File: src/rtl/lc3_pkg.sv
// Shared types and device-space address map for the LC-3 memory interface.
// Included first; imported by lc3_mem_if and lc3_mmio_regs.
package lc3_pkg;

  typedef enum logic [1:0] {
    IDLE   = 2'd0,
    WAIT   = 2'd1,
    ACCESS = 2'd2,
    DONE   = 2'd3
  } state_e;

  localparam logic [15:0] KBSR_ADDR = 16'hFE00;
  localparam logic [15:0] KBDR_ADDR = 16'hFE02;
  localparam logic [15:0] DSR_ADDR  = 16'hFE04;
  localparam logic [15:0] DDR_ADDR  = 16'hFE06;

  // Device space is the top 512 words: 0xFE00-0xFFFF.
  function automatic logic is_dev_addr(input logic [15:0] addr);
    return (addr[15:9] == 7'h7F);
  endfunction

endpackage

File: src/rtl/lc3_mmio_regs.sv
// LC-3 keyboard/display device registers; accesses commit at the end of the DONE cycle.
// Read data is combinational from register state; no backpressure (disp_ack only re-arms DSR).
module lc3_mmio_regs
  import lc3_pkg::*;
(
  input  logic        clk,
  input  logic        rst_n,
  input  logic        acc_i,
  input  logic        we_i,
  input  logic [15:0] addr_i,
  input  logic [15:0] wdata_i,
  output logic [15:0] rdata_o,
  input  logic        kb_strobe_i,
  input  logic [7:0]  kb_data_i,
  output logic        disp_valid_o,
  output logic [7:0]  disp_data_o,
  input  logic        disp_ack_i,
  output logic        int_o
);

  logic       kb_rdy_q;
  logic       kb_ie_q;
  logic [7:0] kbdr_q;
  logic       dsr_rdy_q;
  logic [7:0] ddr_q;
  logic       disp_vld_q;

  logic kbsr_wr, kbdr_rd, ddr_wr;
  assign kbsr_wr = acc_i &  we_i & (addr_i == KBSR_ADDR);
  assign kbdr_rd = acc_i & ~we_i & (addr_i == KBDR_ADDR);
  assign ddr_wr  = acc_i &  we_i & (addr_i == DDR_ADDR);

  always_ff @(posedge clk or negedge rst_n) begin
    if (!rst_n) begin
      kb_rdy_q   <= 1'b0;
      kb_ie_q    <= 1'b0;
      kbdr_q     <= 8'h00;
      dsr_rdy_q  <= 1'b1;
      ddr_q      <= 8'h00;
      disp_vld_q <= 1'b0;
    end else begin
      disp_vld_q <= 1'b0;
      if (kbsr_wr) kb_ie_q <= wdata_i[14];
      // A new keystroke beats a concurrent KBDR read so the character is not lost.
      if (kb_strobe_i) begin
        kbdr_q   <= kb_data_i;
        kb_rdy_q <= 1'b1;
      end else if (kbdr_rd) begin
        kb_rdy_q <= 1'b0;
      end
      if (ddr_wr) begin
        ddr_q      <= wdata_i[7:0];
        disp_vld_q <= 1'b1;
        dsr_rdy_q  <= 1'b0;
      end else if (disp_ack_i) begin
        dsr_rdy_q <= 1'b1;
      end
    end
  end

  always_comb begin
    rdata_o = 16'h0000;
    case (addr_i)
      KBSR_ADDR: rdata_o = {kb_rdy_q, kb_ie_q, 14'h0000};
      KBDR_ADDR: rdata_o = {8'h00, kbdr_q};
      DSR_ADDR:  rdata_o = {dsr_rdy_q, 15'h0000};
      default:   rdata_o = 16'h0000;
    endcase
  end

  assign disp_valid_o = disp_vld_q;
  assign disp_data_o  = ddr_q;
  assign int_o        = kb_rdy_q & kb_ie_q;

  logic unused_wdata;
  assign unused_wdata = ^{wdata_i[15], wdata_i[13:8]};

endmodule

File: src/rtl/lc3_mem_if.sv
// LC-3 memory interface: WAIT_CYCLES wait states, one SRAM access cycle, R pulse (WAIT_CYCLES+2 cycles).
// mio_en ignored outside IDLE; optional device space under LC3_MMIO_EN.
module lc3_mem_if
  import lc3_pkg::*;
#(
  parameter int unsigned WAIT_CYCLES = 2
) (
  input  logic        clk,
  input  logic        rst_n,
  input  logic        mio_en,
  input  logic        r_w,
  input  logic [15:0] mar,
  input  logic [15:0] mdr_in,
  output logic        R,
  output logic [15:0] mdr_out,
  output logic        mem_en,
  output logic        mem_we,
  output logic [15:0] mem_addr,
  output logic [15:0] mem_wdata,
  input  logic [15:0] mem_rdata,
  input  logic        kb_strobe,
  input  logic [7:0]  kb_data,
  output logic        disp_valid,
  output logic [7:0]  disp_data,
  input  logic        disp_ack,
  output logic        INT
);

  localparam logic [3:0] WAIT_INIT = 4'(WAIT_CYCLES);

  state_e      state_q, state_d;
  logic [3:0]  cnt_q, cnt_d;
  logic [15:0] addr_q, wdata_q, mdr_q;
  logic        we_q;
  logic        dev_sel;
  logic [15:0] rd_data;

  always_comb begin
    state_d = state_q;
    cnt_d   = cnt_q;
    case (state_q)
      IDLE: begin
        if (mio_en) begin
          state_d = (WAIT_CYCLES == 0) ? ACCESS : WAIT;
          cnt_d   = WAIT_INIT;
        end
      end
      WAIT: begin
        if (cnt_q <= 4'd1) begin
          state_d = ACCESS;
          cnt_d   = 4'd0;
        end else begin
          cnt_d = cnt_q - 4'd1;
        end
      end
      ACCESS:  state_d = DONE;
      DONE:    state_d = IDLE;
      default: state_d = IDLE;
    endcase
  end

  always_ff @(posedge clk or negedge rst_n) begin
    if (!rst_n) begin
      state_q <= IDLE;
      cnt_q   <= 4'd0;
      addr_q  <= 16'h0000;
      wdata_q <= 16'h0000;
      we_q    <= 1'b0;
      mdr_q   <= 16'h0000;
    end else begin
      state_q <= state_d;
      cnt_q   <= cnt_d;
      mdr_q   <= mdr_out;
      if (state_q == IDLE && mio_en) begin
        addr_q  <= mar;
        wdata_q <= mdr_in;
        we_q    <= r_w;
      end
    end
  end

`ifdef LC3_MMIO_EN
  logic [15:0] dev_rdata;
  assign dev_sel = is_dev_addr(addr_q);

  lc3_mmio_regs u_mmio (
    .clk          (clk),
    .rst_n        (rst_n),
    .acc_i        (state_q == DONE),
    .we_i         (we_q),
    .addr_i       (addr_q),
    .wdata_i      (wdata_q),
    .rdata_o      (dev_rdata),
    .kb_strobe_i  (kb_strobe),
    .kb_data_i    (kb_data),
    .disp_valid_o (disp_valid),
    .disp_data_o  (disp_data),
    .disp_ack_i   (disp_ack),
    .int_o        (INT)
  );

  assign rd_data = dev_sel ? dev_rdata : mem_rdata;
`else
  assign dev_sel    = 1'b0;
  assign rd_data    = mem_rdata;
  assign disp_valid = 1'b0;
  assign disp_data  = 8'h00;
  assign INT        = 1'b0;

  logic unused_dev_inputs;
  assign unused_dev_inputs = ^{kb_strobe, kb_data, disp_ack};
`endif

  assign mem_en    = (state_q == ACCESS) & ~dev_sel;
  assign mem_we    = mem_en & we_q;
  assign mem_addr  = addr_q;
  assign mem_wdata = wdata_q;

  // SRAM data arrives during DONE; show it live and keep it in mdr_q afterwards.
  assign R       = (state_q == DONE);
  assign mdr_out = (R && !we_q) ? rd_data : mdr_q;

endmodule

File: config.mk
export PLATFORM = sky130hd
export DESIGN_NAME = lc3_mem_if
export DESIGN_NICKNAME = d
export VERILOG_FILES = /design/src/rtl/lc3_pkg.sv /design/src/rtl/lc3_mmio_regs.sv /design/src/rtl/lc3_mem_if.sv
export SDC_FILE = /design/constraint.sdc
export NUM_CORES = 1
export LEC_CHECK = 0
export BUFFER_PORTS_ARGS = -buffer_cell sky130_fd_sc_hd__buf_2
export CELL_PAD_IN_SITES_DETAIL_PLACEMENT = 0
export CELL_PAD_IN_SITES_GLOBAL_PLACEMENT = 2
export CORE_ASPECT_RATIO = 1.2
export CORE_MARGIN = 2
export CORE_UTILIZATION = 30
export CTS_CLUSTER_SIZE = 20
export DETAILED_ROUTE_END_ITERATION = 7
export GPL_TIMING_DRIVEN = 0
export PLACE_DENSITY_LB_ADDON = 0.2
export SETUP_SLACK_MARGIN = 0.05
export SLEW_MARGIN = 15
export SYNTH_ARGS = -nofsm -noshare
export SYNTH_HDL_FRONTEND = slang
export SYNTH_SLANG_ARGS = --single-unit
export TNS_END_PERCENT = 10
File: constraint.sdc
create_clock -name clk -period 4.3 [get_ports clk]
set_clock_uncertainty 0.05 [all_clocks]
set_input_delay 0.645 -clock clk [delete_from_list [all_inputs] [get_ports clk]]
set_output_delay 0.645 -clock clk [all_outputs]
set_load 0.02 [all_outputs]
==> reports/qor.csv <==
metric;value;unit
vias;1581;
coreArea;7620;um2
setup_ws;1.73;ns
fmax;390;MHz
route.detailed.wl_per_inst;13.2;um
synthArstFlopShare;100;%
crit_path_max_incr_delay;0.43;ns
yosysMostFrequentCell;dfrtp_1;
maxCapViolCount;0;
clockBufferDepth;2;
cts-root-buf;clkbuf_8;
grt_antenna_before_repair;0;
crit_slowest_cell;dfrtp_1;
ys_top_cells_by_count;dfrtp_1 (55), mux2_2 (48), buf_4 (10);
clk_pin_slew;0.10;ns
worst_path_most_repeated_cell;buf_6;
finalWirelength;4870;um
cp-start-kind;flop;
cts_tree;done;
p_leak;1.57;nW
numCtsBuffers;5;
die_w;84.5;um
fin_tns_setup;0;ns
run_status;finished clean;
drt-initial-drc-count;13;
preCtsSetupSlack;2.06;ns
ir_drop;0.000280;V
yosys_warnings;0;
hold_class;primary input to asynchronous set/reset pin;
syn_area;2330;um2
first_pass_iters;2;
criticalPathCategory;flop to primary output;
post-route-drc-count;0;
fin_util;40.4;%
p_per_area;797;nW/um2
die-height;101;um
synth_top_cell_by_area;dfrtp_1;
cts_sinks;55;
num-fill-cells;772;
ys_ff_latch;55;
initial_core_util;30.6;%
ctsHoldBuffers;0;
dieArea;8500;um2
slew_viol_final;0;
vias_per_cell;4.30;
path_buf_inv;3;
port_buffers;102;
post-route-period-util;59.7;%
post-cts-setup-buffers;0;
slew_headroom;53.4;%
areaGrowthSynthToFinish;32.0;%
gp_congestion;0.708;
cp_max_fo;10;
antenna_cells;0;
ys_types;24;
ys_seq_area_share;59.0;%
synth_area_leaders;dfrtp_1 (59%), mux2_2 (23%), buf_4 (3.2%);
h-tree-depth;2;
required;3.61;ns
grt_pass1_vias;1633;
finalHoldViolCount;0;
clk-insertion-delay-late;0.30;ns
synthCells;157;
tightest_slew;0.700;ns
drive_gt1_share;64.1;%
grt_pass1_wl;8030;um
ys.flop_type;dfrtp_1;
syn_avg_cell_area;14.9;um2
fin_crit;2.57;ns
post_cts_resized;0;
synth_edf_count;0;
crit_family;buffers and inverters;
row_count;35;
ant_nets;0;
grt_remaining_overflow;0;
crit_chain;ha_1, nand2b_4, buf_6, buf_6, mux2_2, buf_2;
track_usage;11.8;%
synthDominantCellAreaShare;59.0;%
arrival;1.87;ns
dp_hpwl;3740;um
grt_max_degree;56;
endpoint_kind;primary output;
ios;123;
nets;343;
finalSetupViolCount;0;
rsz0062_at_grt;false;
-- layer usage --
layer / global-route usage (%) / up-vias / share of wire (%) / routed length (um)
li1: - / 751 / - / -
met1: 15.1 / 765 / 42 / 2060
met2: 19.8 / 57 / 49 / 2400
met3: 3.11 / 8 / 7.0 / 341
met4: 3.66 / 0 / 1.4 / 67
met5: 0 / - / 0 / 0
-- through the flow --
stage / power, mW / hold WS (ns) / cells / area [um2]
finish: 2.46 / 0.323 / 368 / 3080
global route: 2.64 / 0.381 / 368 / 3080
CTS: 2.50 / 0.359 / 368 / 3080
detailed placement: 2.22 / 0.429 / 360 / 3000
global placement: 2.20 / 0.425 / 360 / 2990
floorplan: 1.80 / 0.299 / 166 / 2370
-- area by class of cell --
cell class / count / area (um2) / share of cell area, %
multi-input combinational: 91 / 841 / 27.3
tap: 92 / 115 / 3.74
inverter: 5 / 18.8 / 0.609
clock inverter: 2 / 12.5 / 0.406
buffer: 15 / 131 / 4.26
timing repair buffer: 102 / 513 / 16.7
sequential: 55 / 1380 / 44.7
clock buffer: 6 / 72.6 / 2.36
-- layout by cell type (no fill, tap or decap) --
| master | count |
|---|---|
| o41ai_1 | 1 |
| nand2b_4 | 1 |
| and2_1 | 1 |
| nand2_2 | 1 |
| conb_1 | 10 |
| a31o_2 | 1 |
| nand2b_1 | 2 |
| buf_6 | 5 |
| clkbuf_1 | 1 |
| inv_1 | 5 |
| nor3_1 | 2 |
| o31ai_4 | 1 |
| nor2_1 | 2 |
| or3_1 | 1 |
| a21oi_1 | 6 |
| o21ai_0 | 1 |
| mux2i_1 | 1 |
| clkinvlp_4 | 1 |
| ha_1 | 6 |
| dfrtp_1 | 55 |
| o211a_1 | 1 |
| buf_4 | 11 |
| clkinv_2 | 1 |
| mux2_4 | 1 |
| o21ai_1 | 1 |
| clkbuf_8 | 5 |
| buf_2 | 101 |
| mux2_2 | 48 |
| nand2_1 | 3 |
-- final timing paths --
path,depth (start not counted),slack [ns],end,startpoint
worst max-delay path,6,1.73,mdr_out[7],state_q[0]$_DFFE_PN0P_
worst min-delay path,1,0.32,mem_wdata[0]$_DFFE_PN0P_,rst_n
worst max register to register,6,2.55,cnt_q[3]$_DFFE_PN0P_,state_q[0]$_DFFE_PN0P_
worst min register to register,1,0.45,mdr_q[2]$_DFF_PN0_,mdr_q[2]$_DFF_PN0_
max in group asynchronous,1,3.40,mem_addr[10]$_DFFE_PN0P_,rst_n
min in group clk,1,0.45,mdr_q[2]$_DFF_PN0_,mdr_q[2]$_DFF_PN0_
-- worst reg2reg max path: stages, from the launching register on --
cell and delay (ns):
dfrtp_1 0.43, inv_1 0.10, ha_1 0.26, mux2i_1 0.49, nor3_1 0.10, a21oi_1 0.13
o21ai_1 0.07
-- sequential cells by signal, summed over array words and instances, names as in the netlist --
register / flops
mdr_q: 16
mem_addr: 16
mem_wdata: 16
cnt_q: 4
state_q: 2
we_q: 1
-- kinds of logic (layout without fill, tap and decap cells) --
group	Yosys count	count (layout)	synth area share (%)
buf+inv	20	130	6.43
fa+ha+maj	6	6	3.22
other cells	1	10	0.161
compound gates	12	12	3.81
simple gates	13	13	3.16
flops	55	55	59.0
mux	50	50	24.2
-- power by group --
part / internal (mW) / leakage, nW / switching [mW]
Combinational: 0.556 / 0.874 / 0.720
Sequential: 0.782 / 0.651 / 0.119
Clock: 0.114 / 0.0412 / 0.165
Total: 1.45 / 1.57 / 1.00
No activity file was read; power rests on OpenSTA's default activity.
